`config.mk`:
```
export PLATFORM = sky130hd
export DESIGN_NAME = axi_reset_ctrl
export DESIGN_NICKNAME = d
export VERILOG_FILES = /design/src/rtl/axi_reset_ctrl_pkg.sv /design/src/rtl/axi_reset_rr_arb.sv /design/src/rtl/axi_reset_ctrl.sv
export SDC_FILE = /design/constraint.sdc
export NUM_CORES = 1
export LEC_CHECK = 0
export ABC_AREA = 1
export CELL_PAD_IN_SITES_DETAIL_PLACEMENT = 1
export CELL_PAD_IN_SITES_GLOBAL_PLACEMENT = 1
export CORE_MARGIN = 5
export CORE_UTILIZATION = 40
export DETAILED_ROUTE_END_ITERATION = 10
export GPL_ROUTABILITY_DRIVEN = 1
export PLACE_DENSITY = 0.89
export SLEW_MARGIN = 0
export SYNTH_ARGS = -nofsm -noshare
export SYNTH_HDL_FRONTEND = slang
export SYNTH_SLANG_ARGS = --single-unit
```
`constraint.sdc`:
```
create_clock -name clk -period 4.05 [get_ports clk]
set_input_delay 0.405 -clock clk [delete_from_list [all_inputs] [get_ports clk]]
set_output_delay 0.405 -clock clk [all_outputs]
set_load 0.005 [all_outputs]
```
`src/rtl/axi_reset_ctrl_pkg.sv`:
```
// Shared types and constants for the AXI reset sequencer.
package axi_reset_ctrl_pkg;

  typedef enum logic [2:0] {
    ST_POR,
    ST_IDLE,
    ST_QUIESCE,
    ST_ASSERT,
    ST_RELEASE,
    ST_DONE
  } axi_rst_state_e;

  localparam int SETTLE_CYCLES = 4;

  // Requested hold length with a floor applied.
  function automatic int hold_floor(input int requested, input int floor_v);
    return (requested > floor_v) ? requested : floor_v;
  endfunction

endpackage

```
`src/rtl/axi_reset_rr_arb.sv`:
```
// Round-robin arbiter: one-hot winner from req, pointer moves past the winner on en.
module axi_reset_rr_arb #(
  parameter int NUM_REQ = 4,
  localparam int PTR_W = (NUM_REQ > 1) ? $clog2(NUM_REQ) : 1
) (
  input  logic               clk,
  input  logic               reset_n,
  input  logic [NUM_REQ-1:0] req,
  input  logic               en,
  output logic [NUM_REQ-1:0] winner,
  output logic [PTR_W-1:0]   ptr
);

  logic [PTR_W-1:0] win_idx;
  logic             found;

  always_comb begin
    winner  = '0;
    win_idx = '0;
    found   = 1'b0;
    for (int i = 0; i < NUM_REQ; i++) begin
      if (!found && req[(int'(ptr) + i) % NUM_REQ]) begin
        winner[(int'(ptr) + i) % NUM_REQ] = 1'b1;
        win_idx = PTR_W'((int'(ptr) + i) % NUM_REQ);
        found   = 1'b1;
      end
    end
  end

  always_ff @(posedge clk or negedge reset_n) begin
    if (!reset_n) begin
      ptr <= '0;
    end else if (en && found) begin
      ptr <= (win_idx == PTR_W'(NUM_REQ - 1)) ? '0 : win_idx + 1'b1;
    end
  end

endmodule

```
`src/rtl/axi_reset_ctrl.sv`:
```
// Reset sequencer sharing the AXI reset net between requesters, plus power-on reset.
//
// state      | meaning
// -----------+---------------------------------------------------------
// ST_POR     | power-on hold of MIN_HOLD cycles after reset_n rises
// ST_IDLE    | waiting for a request; arbitrate and latch hold length
// ST_QUIESCE | waiting for axi_idle, bounded by QUIESCE_TIMEOUT
// ST_ASSERT  | axi_reset high for H cycles
// ST_RELEASE | axi_reset low, settle for SETTLE_CYCLES
// ST_DONE    | one-cycle done pulse to the owner
module axi_reset_ctrl
  import axi_reset_ctrl_pkg::*;
#(
  parameter int NUM_REQ         = 4,
  parameter int HOLD_W          = 8,
  parameter int MIN_HOLD        = 16,
  parameter int QUIESCE_TIMEOUT = 1024
) (
  input  logic               clk,
  input  logic               reset_n,
  input  logic [NUM_REQ-1:0] req,
  input  logic [HOLD_W-1:0]  hold_cycles,
  input  logic               axi_idle,
  output logic [NUM_REQ-1:0] grant,
  output logic [NUM_REQ-1:0] done,
  output logic               axi_reset,
  output logic               busy,
  output logic               timeout_err
);

  localparam int TMO_W    = $clog2(QUIESCE_TIMEOUT + 1);
  localparam int SETTLE_W = (SETTLE_CYCLES > 0) ? $clog2(SETTLE_CYCLES + 1) : 1;

  localparam logic [HOLD_W-1:0]   POR_TC    = HOLD_W'(MIN_HOLD - 1);
  localparam logic [TMO_W-1:0]    TMO_TC    = TMO_W'(QUIESCE_TIMEOUT);
  localparam logic [TMO_W-1:0]    TMO_PRE   = TMO_W'(QUIESCE_TIMEOUT - 1);
  localparam logic [SETTLE_W-1:0] SETTLE_LD = SETTLE_W'(SETTLE_CYCLES);

  axi_rst_state_e       state;
  logic                 from_por;
  logic [HOLD_W-1:0]    hold_cnt;
  logic [TMO_W-1:0]     tmo_cnt;
  logic [SETTLE_W-1:0]  settle_cnt;
  logic [NUM_REQ-1:0]   arb_winner;
  logic                 arb_en;

  assign arb_en = (state == ST_IDLE);

  axi_reset_rr_arb #(.NUM_REQ(NUM_REQ)) u_arb (
    .clk     (clk),
    .reset_n (reset_n),
    .req     (req),
    .en      (arb_en),
    .winner  (arb_winner),
    .ptr     ()
  );

  always_ff @(posedge clk or negedge reset_n) begin
    if (!reset_n) begin
      state       <= ST_POR;
      from_por    <= 1'b1;
      hold_cnt    <= '0;
      tmo_cnt     <= '0;
      settle_cnt  <= '0;
      grant       <= '0;
      done        <= '0;
      axi_reset   <= 1'b1;
      busy        <= 1'b1;
      timeout_err <= 1'b0;
    end else begin
      done        <= '0;
      timeout_err <= 1'b0;
      unique case (state)
        ST_POR: begin
          // hold_cnt counts up from its reset value here; ASSERT reuses it as a down-counter
          if (hold_cnt == POR_TC) begin
            state      <= ST_RELEASE;
            axi_reset  <= 1'b0;
            settle_cnt <= SETTLE_LD;
          end else begin
            hold_cnt <= hold_cnt + 1'b1;
          end
        end
        ST_IDLE: begin
          if (|req) begin
            state    <= ST_QUIESCE;
            busy     <= 1'b1;
            grant    <= arb_winner;
            hold_cnt <= HOLD_W'(hold_floor(int'(hold_cycles), MIN_HOLD));
            tmo_cnt  <= '0;
          end
        end
        ST_QUIESCE: begin
          if (axi_idle || tmo_cnt == TMO_TC) begin
            state     <= ST_ASSERT;
            axi_reset <= 1'b1;
          end else begin
            tmo_cnt <= tmo_cnt + 1'b1;
            if (tmo_cnt == TMO_PRE) timeout_err <= 1'b1;
          end
        end
        ST_ASSERT: begin
          if (hold_cnt <= HOLD_W'(1)) begin
            state      <= ST_RELEASE;
            axi_reset  <= 1'b0;
            settle_cnt <= SETTLE_LD;
          end else begin
            hold_cnt <= hold_cnt - 1'b1;
          end
        end
        ST_RELEASE: begin
          if (settle_cnt <= SETTLE_W'(1)) begin
            if (from_por) begin
              state    <= ST_IDLE;
              busy     <= 1'b0;
              from_por <= 1'b0;
            end else begin
              state <= ST_DONE;
              done  <= grant;
            end
          end else begin
            settle_cnt <= settle_cnt - 1'b1;
          end
        end
        ST_DONE: begin
          state <= ST_IDLE;
          grant <= '0;
          busy  <= 1'b0;
        end
        default: begin
          state <= ST_IDLE;
          busy  <= 1'b0;
        end
      endcase
    end
  end

endmodule

```
==> flow_metrics.py <==
metrics = {
    "outcome": {
        "status": "completed",
    },
    "worst_setup_path": {
        "arrival_ns": 2.44,
        "worst_path_max_delay_cell": "dfrtp_1",
        "required_ns": 4.24,
        "end_kind": "flop",
        "cp_cell_sequence": "inv_2 -> ha_1 -> inv_1 -> nand3_1 -> nand2_1 -> nand4_1 -> nand3_1 -> nand2_1 -> nand2_1 -> nand2_1 -> nand2_1 -> nand2_1",
        "cp_num_buf_inv": 2,
        "critPathLaunchType": "flop",
        "crit_type": "flop to flop",
        "critPathMaxStageDelay_ns": 0.59,
        "crit_path_frequent_cell": "nand2_1",
        "crit_fanout": 14,
        "crit_family": "simple AND/OR/NAND/NOR gates",
    },
    "cells_and_area": {
        "layout-drive-gt1-share": 0.0851,
        "num-fill-cells": 879,
        "area_growth_pct": 14.7,
        "antenna_cells": 0,
        "multi_input_area_sq_um": 1570,
        "seq_area_sq_um": 980,
        "final_nets": 451,
        "postLayoutCellArea_sq_um": 3210,
    },
    "synthesis": {
        "async_flop_share": 1.00,
        "syn-mean-instance-area_sq_um": 7.09,
        "yosysTopAreaCell": "dfrtp_1",
        "synth_compound_area_frac": 0.147,
        "muxShareOfSynthArea": 0,
        "synth-simple-area-share": 0.332,
        "synthAdderAreaFrac": 0.0626,
        "synthCells": 395,
        "ys.flop_type": "dfrtp_1",
        "yosysWarnings": 0,
        "synth-seq-cells": 39,
        "synth-xor-area-share": 0.0188,
        "syn_area_sq_um": 2800,
        "synth_most_common_cell": "nand2_1",
        "yosys-top-cells-area": "dfrtp_1, nand2_1, inv_1",
        "synth_top_family_by_area": "simple AND/OR/NAND/NOR gates",
        "synth_top_cell_area_share": 0.322,
        "synthDistinctLibCells": 35,
        "synth_fp_nets": 424,
        "synth_edf_count": 0,
        "yosys-top-cells-count": "nand2_1, inv_1, dfrtp_1",
        "seq_area_frac_synth": 0.350,
    },
    "timing": {
        "finalMaxSlewViolations": 0,
        "hold_viol_final": 0,
        "min_period_ns": 2.24,
        "fmax_mhz": 446,
        "finalCritPeriodShare": 0.554,
        "setup_viol": 0,
        "hold_ws_ns": 0.233,
        "tightest_slew_ns": 0.922,
        "rsz0062_at_grt": "false",
        "final.setup.worst_slack_ns": 1.81,
        "final.setup.tns_ns": 0,
        "fin_skew_ns": 0.00454,
        "slew-limit-headroom": 0.386,
    },
    "floorplanning": {
        "dieArea_sq_um": 8770,
        "ios": 26,
        "initial_core_util": 0.412,
        "die_w_um": 93.7,
        "fp.dieH_um": 93.7,
        "rows": 30,
        "coreArea_sq_um": 6790,
    },
    "clocking": {
        "clockBufferDepth": 2,
        "ctsResizeCount": 0,
        "cts_htree_levels": 2,
        "clock-sinks": 39,
        "cts_setup_buffers": 0,
        "clk_latency_ns": 0.30,
        "cts_tree": "yes",
        "cts-buffers-inserted": 5,
        "cts.clk_slew.worst_paths_ns": 0.08,
        "cts-root-buf": "clkbuf_8",
        "hold_buffers": 0,
    },
    "place": {
        "hpwl_mm": 6.23,
        "portBuffers": 25,
        "gp_congestion": 0.890,
        "pre_cts_ws_ns": 1.67,
        "dpl_cell_area_sq_um": 3120,
    },
    "global_routing": {
        "grt_start_max_net_pins": 40,
        "globalRouteTotalUtil": 0.195,
        "grt_pass1_vias": 2879,
        "grt_pass1_wl_mm": 13.7,
        "overflow": 0,
        "antenna_found_initial": 0,
    },
    "drt": {
        "drt-total-wl_mm": 8.01,
        "firstDrtPassIters": 4,
        "vias": 2778,
        "wl_per_cell_um": 15.4,
        "ant_nets": 0,
        "avgViaCountPerCell": 5.35,
        "drc_errors": 0,
        "drtIter0Drc": 104,
    },
    "worst_hold_path": {
        "worst_hold_path_type": "input pin to async pin",
    },
    "power_and_ir_drop": {
        "p_leak_uw": 0.00151,
        "power_density_nw_per_um2": 715,
        "ir_worst_vdd_v": 0.000314,
        "p_total_uw": 2300,
    },
    "flow_run": {
        "drv_cap": 0,
    },
}
==> worst reg2reg max path: cells and delay by family (launching register included) <==
kind | cells | cell delay [ns]
AND/OR/NAND/NOR | 9 | 0.82
adder cells (fa/ha/maj) | 1 | 0.41
buffers and inverters | 2 | 0.33
flip-flops | 1 | 0.59
==> area by class of cell <==
cell class | instances | share of cell area
multi-input cells | 295 | 0.489
flip-flops and latches | 39 | 0.305
clock inverters | 2 | 0.00390
inverters | 56 | 0.0655
repair buffers | 25 | 0.0764
clock buffers | 6 | 0.0226
well taps | 96 | 0.0374
==> path summary, 6_finish.rpt <==
kind                              start            to  slack, ns  cells past startpoint
setup reg to reg           u_arb.ptr[0]  u_arb.ptr[1]       1.81                     12
setup / recovery           u_arb.ptr[0]  u_arb.ptr[1]       1.81                     12
min in group clk               from_por      from_por       0.45                      2
hold reg to reg                from_por      from_por       0.45                      2
hold / removal                  reset_n       done[1]       0.23                      1
max in group asynchronous       reset_n      state[1]       3.24                      1
==> placed cells by master, fill, tap and decap left out, types with 2 or more instances in the layout <==
cell             instances
nor2_2                   3
inv_2                    4
nor3_2                   2
nor2_1                  32
o22ai_1                  5
nor3b_2                  2
a211oi_1                 2
clkbuf_8                 5
xor2_1                   5
a21oi_1                 15
dfstp_2                  3
o21ai_0                 33
dfrtp_1                 36
nand3_1                 32
nand4_1                  6
ha_1                    14
clkdlybuf4s50_1         24
nor4_1                   2
o21ai_1                  3
inv_1                   52
o21a_1                   2
o31ai_2                  4
a22oi_1                  3
nand2_2                  7
o21bai_1                 2
nand2_1                103
nor3_1                  11
==> routing by layer <==
| metal | track usage | vias up | wire [um] |
|---|---|---|---|
| met5 | 0 | - | 0 |
| met4 | 0.0554 | 0 | 129 |
| met3 | 0.0272 | 12 | 215 |
| met2 | 0.359 | 49 | 4190 |
| met1 | 0.235 | 1376 | 3470 |
| li1 | - | 1341 | - |
==> logic make-up after synthesis <==
| kind of cell | after synthesis |
|---|---|
| adders and majority gates | 14 |
| DFF | 39 |
| AOI/OAI and AO/OA | 70 |
| and+or+nand+nor | 205 |
| xor gates and xnor gates | 6 |
| buffers and inverters | 61 |
==> power by group <==
part / switching, uW / internal (uW) / total (uW)
Clock: 150 / 121 / 271
Combinational: 936 / 446 / 1380
Sequential: 136 / 506 / 642
==> per-stage QoR <==
| step | std cells | utilization |
|---|---|---|
| detailed placement | 511 | 0.460 |
| CTS | 519 | 0.472 |
| global placement | 511 | 0.460 |
| finish | 519 | 0.472 |
| global route | 519 | 0.472 |
| floorplan | 395 | - |
==> flip-flops by register name (all words and copies together) (netlist names) <==
register	flops
tmo_cnt	11
hold_cnt	8
settle_cnt	3
done	4
state	3
timeout_err	1
busy	1
u_arb.ptr	2
axi_reset	1
from_por	1
grant	4
Power figures use the tool's default switching activity.
